File: config.mk
export PLATFORM = sky130hd
export DESIGN_NAME = multicycle_control
export DESIGN_NICKNAME = d
export VERILOG_FILES = /design/src/rtl/multicycle_control.sv
export SDC_FILE = /design/constraint.sdc
export NUM_CORES = 1
export LEC_CHECK = 0
export ABC_AREA = 1
export BUFFER_PORTS_ARGS = -buffer_cell sky130_fd_sc_hd__buf_2
export CAP_MARGIN = 25
export CORE_MARGIN = 3
export CORE_UTILIZATION = 55
export CTS_BUF_LIST = sky130_fd_sc_hd__clkbuf_8
export DETAILED_ROUTE_END_ITERATION = 7
export PLACE_DENSITY = 0.82
export SYNTH_ARGS = -nofsm -noshare
export SYNTH_HDL_FRONTEND = slang
export SYNTH_SLANG_ARGS = --single-unit
File: constraint.sdc
create_clock -name clock -period 3.4 [get_ports clock]
set_input_delay 1.02 -clock clock [delete_from_list [all_inputs] [get_ports clock]]
set_output_delay 1.02 -clock clock [all_outputs]
set_load 0.02 [all_outputs]
File: src/rtl/multicycle_control.sv
// Multicycle MIPS-style control unit: state-decoded datapath controls,
// memory wait timeout, retired-instruction counter and sticky error flags.
module multicycle_control #(
    parameter int unsigned CNT_W      = 32,
    parameter int unsigned WAIT_LIMIT = 15
) (
    input  logic             clock,
    input  logic             reset,
    input  logic             enable,
    input  logic [5:0]       opcode,
    input  logic             mem_ready,
    output logic             PCWrite,
    output logic             PCWriteCond,
    output logic             IorD,
    output logic             MemRead,
    output logic             MemWrite,
    output logic             IRWrite,
    output logic             MemToReg,
    output logic             RegDst,
    output logic             RegWrite,
    output logic             ALUSrcA,
    output logic [1:0]       ALUSrcB,
    output logic [1:0]       ALUOp,
    output logic [1:0]       PCSource,
    output logic [3:0]       state,
    output logic [CNT_W-1:0] retired,
    output logic             illegal,
    output logic             bus_error
);

    localparam int unsigned WAIT_W = (WAIT_LIMIT < 2) ? 1 : $clog2(WAIT_LIMIT + 1);

    localparam logic [5:0] OP_R    = 6'b000000;
    localparam logic [5:0] OP_LW   = 6'b100011;
    localparam logic [5:0] OP_SW   = 6'b101011;
    localparam logic [5:0] OP_BEQ  = 6'b000100;
    localparam logic [5:0] OP_ADDI = 6'b001000;
    localparam logic [5:0] OP_J    = 6'b000010;

    typedef enum logic [3:0] {
        S_FETCH  = 4'd0,
        S_DECODE = 4'd1,
        S_MEMADR = 4'd2,
        S_MEMRD  = 4'd3,
        S_MEMWB  = 4'd4,
        S_MEMWR  = 4'd5,
        S_EXEC   = 4'd6,
        S_RWB    = 4'd7,
        S_BRANCH = 4'd8,
        S_ADDIEX = 4'd9,
        S_ADDIWB = 4'd10,
        S_JUMP   = 4'd11,
        S_ERR    = 4'd12
    } state_e;

    state_e             state_q, state_d;
    logic [WAIT_W-1:0]  wait_q, wait_d;
    logic [CNT_W-1:0]   retired_q, retired_d;
    logic               illegal_q, illegal_d;
    logic               bus_error_q, bus_error_d;

    logic               in_wait_state;
    logic [WAIT_W-1:0]  wait_inc;
    logic               wait_hit;

    assign in_wait_state = (state_q == S_FETCH) || (state_q == S_MEMRD) || (state_q == S_MEMWR);
    assign wait_inc      = wait_q + WAIT_W'(1);
    assign wait_hit      = (wait_inc == WAIT_W'(WAIT_LIMIT));

    // State, wait counter, retired counter and sticky flags
    always_ff @(posedge clock or posedge reset) begin
        if (reset) begin
            state_q     <= S_FETCH;
            wait_q      <= '0;
            retired_q   <= '0;
            illegal_q   <= 1'b0;
            bus_error_q <= 1'b0;
        end else begin
            state_q     <= state_d;
            wait_q      <= wait_d;
            retired_q   <= retired_d;
            illegal_q   <= illegal_d;
            bus_error_q <= bus_error_d;
        end
    end

    // Next state and bookkeeping; mem_ready beats a coincident timeout
    always_comb begin
        state_d     = state_q;
        wait_d      = wait_q;
        retired_d   = retired_q;
        illegal_d   = illegal_q;
        bus_error_d = bus_error_q;

        if (enable) begin
            unique case (state_q)
                S_FETCH: begin
                    if (mem_ready)     state_d = S_DECODE;
                    else if (wait_hit) state_d = S_ERR;
                end
                S_DECODE: begin
                    unique case (opcode)
                        OP_LW, OP_SW: state_d = S_MEMADR;
                        OP_R:         state_d = S_EXEC;
                        OP_BEQ:       state_d = S_BRANCH;
                        OP_ADDI:      state_d = S_ADDIEX;
                        OP_J:         state_d = S_JUMP;
                        default:      state_d = S_ERR;
                    endcase
                end
                S_MEMADR: state_d = (opcode == OP_SW) ? S_MEMWR : S_MEMRD;
                S_MEMRD: begin
                    if (mem_ready)     state_d = S_MEMWB;
                    else if (wait_hit) state_d = S_ERR;
                end
                S_MEMWR: begin
                    if (mem_ready)     state_d = S_FETCH;
                    else if (wait_hit) state_d = S_ERR;
                end
                S_EXEC:   state_d = S_RWB;
                S_ADDIEX: state_d = S_ADDIWB;
                S_MEMWB, S_RWB, S_ADDIWB, S_BRANCH, S_JUMP: state_d = S_FETCH;
                S_ERR:    state_d = S_ERR;
                default:  state_d = S_ERR;
            endcase
        end

        if (state_d != state_q) begin
            if ((state_d == S_FETCH) || (state_d == S_MEMRD) || (state_d == S_MEMWR))
                wait_d = '0;
            if (state_d == S_FETCH)
                retired_d = retired_q + CNT_W'(1);
            if (state_d == S_ERR) begin
                if (state_q == S_DECODE) illegal_d   = 1'b1;
                else                     bus_error_d = 1'b1;
            end
        end else if (enable && in_wait_state && !mem_ready) begin
            wait_d = wait_inc;
        end
    end

    // Datapath control decode; write strobes masked while frozen or in reset
    always_comb begin
        PCWrite     = 1'b0;
        PCWriteCond = 1'b0;
        IorD        = 1'b0;
        MemRead     = 1'b0;
        MemWrite    = 1'b0;
        IRWrite     = 1'b0;
        MemToReg    = 1'b0;
        RegDst      = 1'b0;
        RegWrite    = 1'b0;
        ALUSrcA     = 1'b0;
        ALUSrcB     = 2'b00;
        ALUOp       = 2'b00;
        PCSource    = 2'b00;

        unique case (state_q)
            S_FETCH: begin
                MemRead = 1'b1;
                ALUSrcB = 2'b01;
                IRWrite = mem_ready;
                PCWrite = mem_ready;
            end
            S_DECODE: ALUSrcB = 2'b11;
            S_MEMADR, S_ADDIEX: begin
                ALUSrcA = 1'b1;
                ALUSrcB = 2'b10;
            end
            S_MEMRD: begin
                MemRead = 1'b1;
                IorD    = 1'b1;
            end
            S_MEMWB: begin
                RegWrite = 1'b1;
                MemToReg = 1'b1;
            end
            S_MEMWR: begin
                IorD     = 1'b1;
                MemWrite = mem_ready;
            end
            S_EXEC: begin
                ALUSrcA = 1'b1;
                ALUOp   = 2'b10;
            end
            S_RWB: begin
                RegWrite = 1'b1;
                RegDst   = 1'b1;
            end
            S_ADDIWB: RegWrite = 1'b1;
            S_BRANCH: begin
                ALUSrcA     = 1'b1;
                ALUOp       = 2'b01;
                PCWriteCond = 1'b1;
                PCSource    = 2'b01;
            end
            S_JUMP: begin
                PCWrite  = 1'b1;
                PCSource = 2'b10;
            end
            default: ;
        endcase

        if (!enable || reset) begin
            PCWrite     = 1'b0;
            PCWriteCond = 1'b0;
            IRWrite     = 1'b0;
            MemWrite    = 1'b0;
            RegWrite    = 1'b0;
        end
    end

    assign state     = state_q;
    assign retired   = retired_q;
    assign illegal   = illegal_q;
    assign bus_error = bus_error_q;

endmodule
# ---- Word level (Yosys, flattened, before mapping)
# Cells that the tools add are included.
dict set report op_classes {
  n_mux 29
  n_eq_ne 22
  add_sub_neg 2
  reduce_logical 24
  bitwise_logic 1
}
# operator count
set ops {}
lappend ops {{32-bit by 1-bit adder with 32-bit output (second input constant)} 1}
lappend ops {{4-bit two-way mux} 8}
lappend ops {{4-bit case mux with 8 select lines} 1}
lappend ops {{4-bit equality test (second input constant)} 6}
lappend ops {{4-bit by 3-bit equality test with 1-bit output (second input constant)} 5}
lappend ops {{4-bit case mux with 5 select lines} 1}
lappend ops {{1-bit two-way mux} 14}
lappend ops {{4-bit by 2-bit equality test with 1-bit output (second input constant)} 3}
lappend ops {{6-bit equality test (second input constant)} 2}
lappend ops {{4-bit logical NOT} 2}
lappend ops {{2-bit case mux with 2 select lines} 2}
lappend ops {{2-bit OR reduction} 4}
lappend ops {{6-bit by 2-bit equality test with 1-bit output (second input constant)} 1}
lappend ops {{6-bit by 3-bit equality test with 1-bit output (second input constant)} 1}
lappend ops {{6-bit by 4-bit equality test with 1-bit output (second input constant)} 1}
lappend ops {{6-bit logical NOT} 1}
lappend ops {{2-bit case mux with 3 select lines} 1}
lappend ops {{3-bit AND reduction} 2}
lappend ops {{1-bit logical OR} 5}
lappend ops {{5-bit OR reduction} 1}
lappend ops {{4-bit by 1-bit adder with 4-bit output (second input constant)} 1}
lappend ops {{4-bit by 1-bit equality test with 1-bit output (second input constant)} 1}
lappend ops {{4-bit inequality test} 1}
lappend ops {{2-bit AND reduction} 2}
lappend ops {{9 further kinds} 11}
dict set report totals {
  out_inout_bits 54
  wordCells 83
  inputBits 10
  ff_bits 42
}

# ---- Depth between registers and ports, before layout
dict set report logic_depth {
  word_depth 11
  depth_mapped 18
}

# ---- Worst setup path before layout
# Ideal clock, no wire load.
dict set report synth_path {
  path_type {input to output}
  from {input port enable}
  to {output port PCWrite}
  t_required_ns 2.380
  path_slack_ns 0.561
  path_stages 4
  arrival_ns 1.819
  path_buffers 0
  path_cell_list {inv_1 nor2_1 inv_1 o21ai_0}
}
dict set report synth_between {
  elab_chain_len 3
}
# element line_no
set synth_lines {}
lappend synth_lines {{start: declaration} 9} ;# input logic enable,
lappend synth_lines {{1-bit logical NOT} 204} ;# if (!enable || reset) begin
lappend synth_lines {{1-bit logical OR} 204}
lappend synth_lines {{1-bit two-way mux} 204}
lappend synth_lines {{end: declaration} 12} ;# output logic PCWrite,
# Every way passes these cells.

# ---- Worst setup path after layout
dict set report layout_path {
  from {input port enable}
  to {output port MemWrite}
}
dict set report layout_between {
  elab_chain_len 3
}
# element line_no
set layout_lines {}
lappend layout_lines {{1-bit logical NOT} 204}
lappend layout_lines {{1-bit logical OR} 204}
lappend layout_lines {{1-bit two-way mux} 204}
lappend layout_lines {{end: declaration} 16} ;# output logic MemWrite,
# Every way passes these cells.

==> key figures <==
Outcome
  – Run status: finished clean

Logic synthesis
  – Mapped Area: 3035 um^2
  – Synth Warn #: 0
  – Seq/Total Area, Yosys: 34.62%
  – Register bit count reported by yosys: 42
  – Cell variety after synth: 31
  – Synth top area share: 34.62%
  – Most frequent cell after synthesis: nand2_1
  – Top cells by area, synth: dfrtp_1, nand2_1, nor2_1
  – Syn Nets: 469
  – Post-synth ARST share: 100.0%
  – Syn_area_per_cell: 6.657 um^2
  – Synth Flop Type: dfrtp_1
  – Syn Inst Count: 456
  – Post-synth top area cell: dfrtp_1
  – Number of synthesized flops with an enable pin: 0
  – Post-synth top cells: nand2_1, nor2_1, inv_1, dfrtp_1, nand3_1

Clocking
  – CTS clk-pin slew, worst paths: 0.07 ns
  – Setup Fix Bufs, Post-CTS: 0
  – Clock root buffer: clkbuf_8
  – CTS Hold Bufs: 0
  – Clock Path Buffers: 2
  – Clock sinks: 42
  – Clock latency on the worst-skew pair: 0.29 ns
  – H-tree depth reported by CTS: 2
  – CTS tree: built
  – CTS resizes: 0
  – CTS buffer count: 5

Floorplan
  – CORE AREA: 5238 um^2
  – Die area: 6446 um^2
  – Boundary Pins: 64
  – Die W: 80.29 um
  – Initial core utilization: 57.96%
  – Cell Rows: 26
  – Die height: 80.29 um

Critical path
  – Reg2Reg Launch Point: state[1]$_DFF_PP0_
  – Flop2flop setup slack: 0.91 ns
  – Maximum fanout along the worst path: 8
  – CP Class: primary input to primary output
  – Startpoint Class: primary input
  – CP endpoint kind: primary output
  – Required time worst endpoint: 2.38 ns
  – Worst r2r path cells: 14
  – Worst flop-to-flop path endpoint: retired[4]$_DFFE_PP0P_
  – Crit path arrival time: 1.95 ns

Global route
  – GRT overflow: 0
  – Global route hottest layer: met1
  – Met3 Usage GRT: 3.812%
  – Largest net degree at the start of global routing: 43
  – First-pass GRT wire length: 13,100 um
  – Initial antenna violation count: 0
  – Met1 usage: 37.83%
  – Met2 global-route usage: 37.33%
  – Total GRT Usage: 25.36%
  – Vias in the first global route: 2,854

Power and ir drop
  – Pleak: 1.888 nW
  – Worst VDD drop: 0.4926 mV
  – Pwr/cell area: 563.3 nW/um^2

Placement
  – Count of input and output buffers: 63
  – Final HPWL from detailed placement: 5882 um
  – Routability Congestion: 0.9415

Drt
  – Antenna Nets Post-Route: 0
  – DRC: 0
  – Iteration-0 DRC Markers: 238
  – Total number of vias: 3,138
  – WL/cell: 12.84 um
  – 1st-pass router iterations: 6
  – Post-DR vias/cell: 5.310
  – WL final: 7590 um

Min path
  – Hold path startpoint: illegal$_DFFE_PP0P_
  – Worst Hold Path EP: illegal$_DFFE_PP0P_
  – HP Class: flop to flop
  – Cell count of the worst hold path: 1

STA
  – Final setup violation count: 0
  – Fmax: 336.4 MHz
  – Pins over their slew limit: 0
  – Skew final: 0.01070 ns
  – Final TNS setup: 0 ns
  – Unrepaired setup endpoints after global routing: false
  – Clock period minus worst slack: 2.972 ns
  – Fin crit share: 87.42%
  – Slew margin rel.: 64.17%
  – Worst-Margin Slew: 0.5374 ns
  – Final hold vios: 0

Run
  – MaxCap Viol Count: 0

Finish
  – Final #Nets: 533
  – Synth-to-layout area growth: 14.26%
  – Core Util, Final: 66.22%
  – ANT cells: 0
  – Fraction of layout cells with a size suffix above 1: 18.62%
sequential cells by signal (all words and copies together), names as in the netlist:
signal and count:
illegal 1, state 4, bus_error 1, wait_q 4, retired 32
cells by family after synthesis:
kind of cell | count (synthesis) | share of synthesized area [%]
flip-flops | 42 | 34.62
AO/OA/AOI/OAI | 29 | 6.101
XOR/XNOR | 25 | 7.214
buffers and inverters | 63 | 9.357
AND/OR/NAND/NOR | 294 | 41.47
adder cells (fa/ha/maj) | 3 | 1.237
how the worst max path moves through the flow:
stage | to | slack (ns) | from | cells past startpoint
CTS | MemWrite | 0.43 | enable | 6
global route | MemWrite | 0.33 | enable | 6
floorplan | PCWrite | 0.56 | enable | 4
finish | MemWrite | 0.43 | enable | 6
global placement | MemWrite | 0.47 | enable | 6
detailed placement | retired[3]$_DFFE_PP0P_ | 0.43 | opcode[5] | 16
where the power goes:
| part | leakage, nW | total (mW) | switching, mW | internal [mW] |
|---|---|---|---|---|
| Clock | 0.0441 | 0.325 | 0.181 | 0.144 |
| Sequential | 0.555 | 0.710 | 0.121 | 0.589 |
| Combinational | 1.29 | 0.918 | 0.638 | 0.281 |
per-stage QoR:
step                hold WS [ns]  worst slack, ns  cell area [um^2]  cells  power [mW]
floorplan                 0.4909           0.5614              3035    456       1.395
global placement          0.4885           0.4731              3378    583       1.612
detailed placement        0.4887           0.4313              3378    583       1.632
CTS                       0.5082           0.4318              3468    591       1.962
global route              0.5273           0.3271              3468    591       2.102
finish                    0.5050           0.4278              3468    591       1.954
metal layers:
| layer | up-vias | routed length, um |
|---|---|---|
| met1 | 1425 | 3712 |
| met4 | 0 | 134 |
| li1 | 1567 | - |
| met2 | 129 | 3211 |
| met5 | - | 0 |
| met3 | 17 | 531 |
cell usage in the layout, fill, tap and decap left out, types with 2 or more instances in the layout:
cell type and instances:
nand3b_1 3, nand4_1 13, inv_2 6, xor2_1 20, nor3_1 18, nor2_2 3
nor4_1 5, buf_2 63, inv_1 47, o21ai_1 12, ha_1 3, a31o_2 2
clkbuf_8 5, o21ai_2 7, a21oi_1 3, nand2_1 156, nor2_1 59, nand3_1 31
xnor2_1 5, o21ai_0 3, dfrtp_1 42, buf_4 2
worst max-delay path: stages:
cell    delay, ns
buf_2        0.16
inv_1        0.13
nor2_1       0.18
inv_1        0.11
nor3_1       0.16
buf_2        0.18
final cells by class:
| class | instances | area, um^2 |
|---|---|---|
| Fill cell | 482 | 1769 |
| Multi-Input combinational cell | 351 | 1700 |
| Sequential cell | 42 | 1051 |
| Timing Repair Buffer | 65 | 330.3 |
| Inverter | 55 | 209.0 |
| Tap cell | 70 | 87.58 |
| Clock buffer | 5 | 68.82 |
| Clock inverter | 3 | 21.27 |
Note: power is estimated with default switching activity, not from simulation.
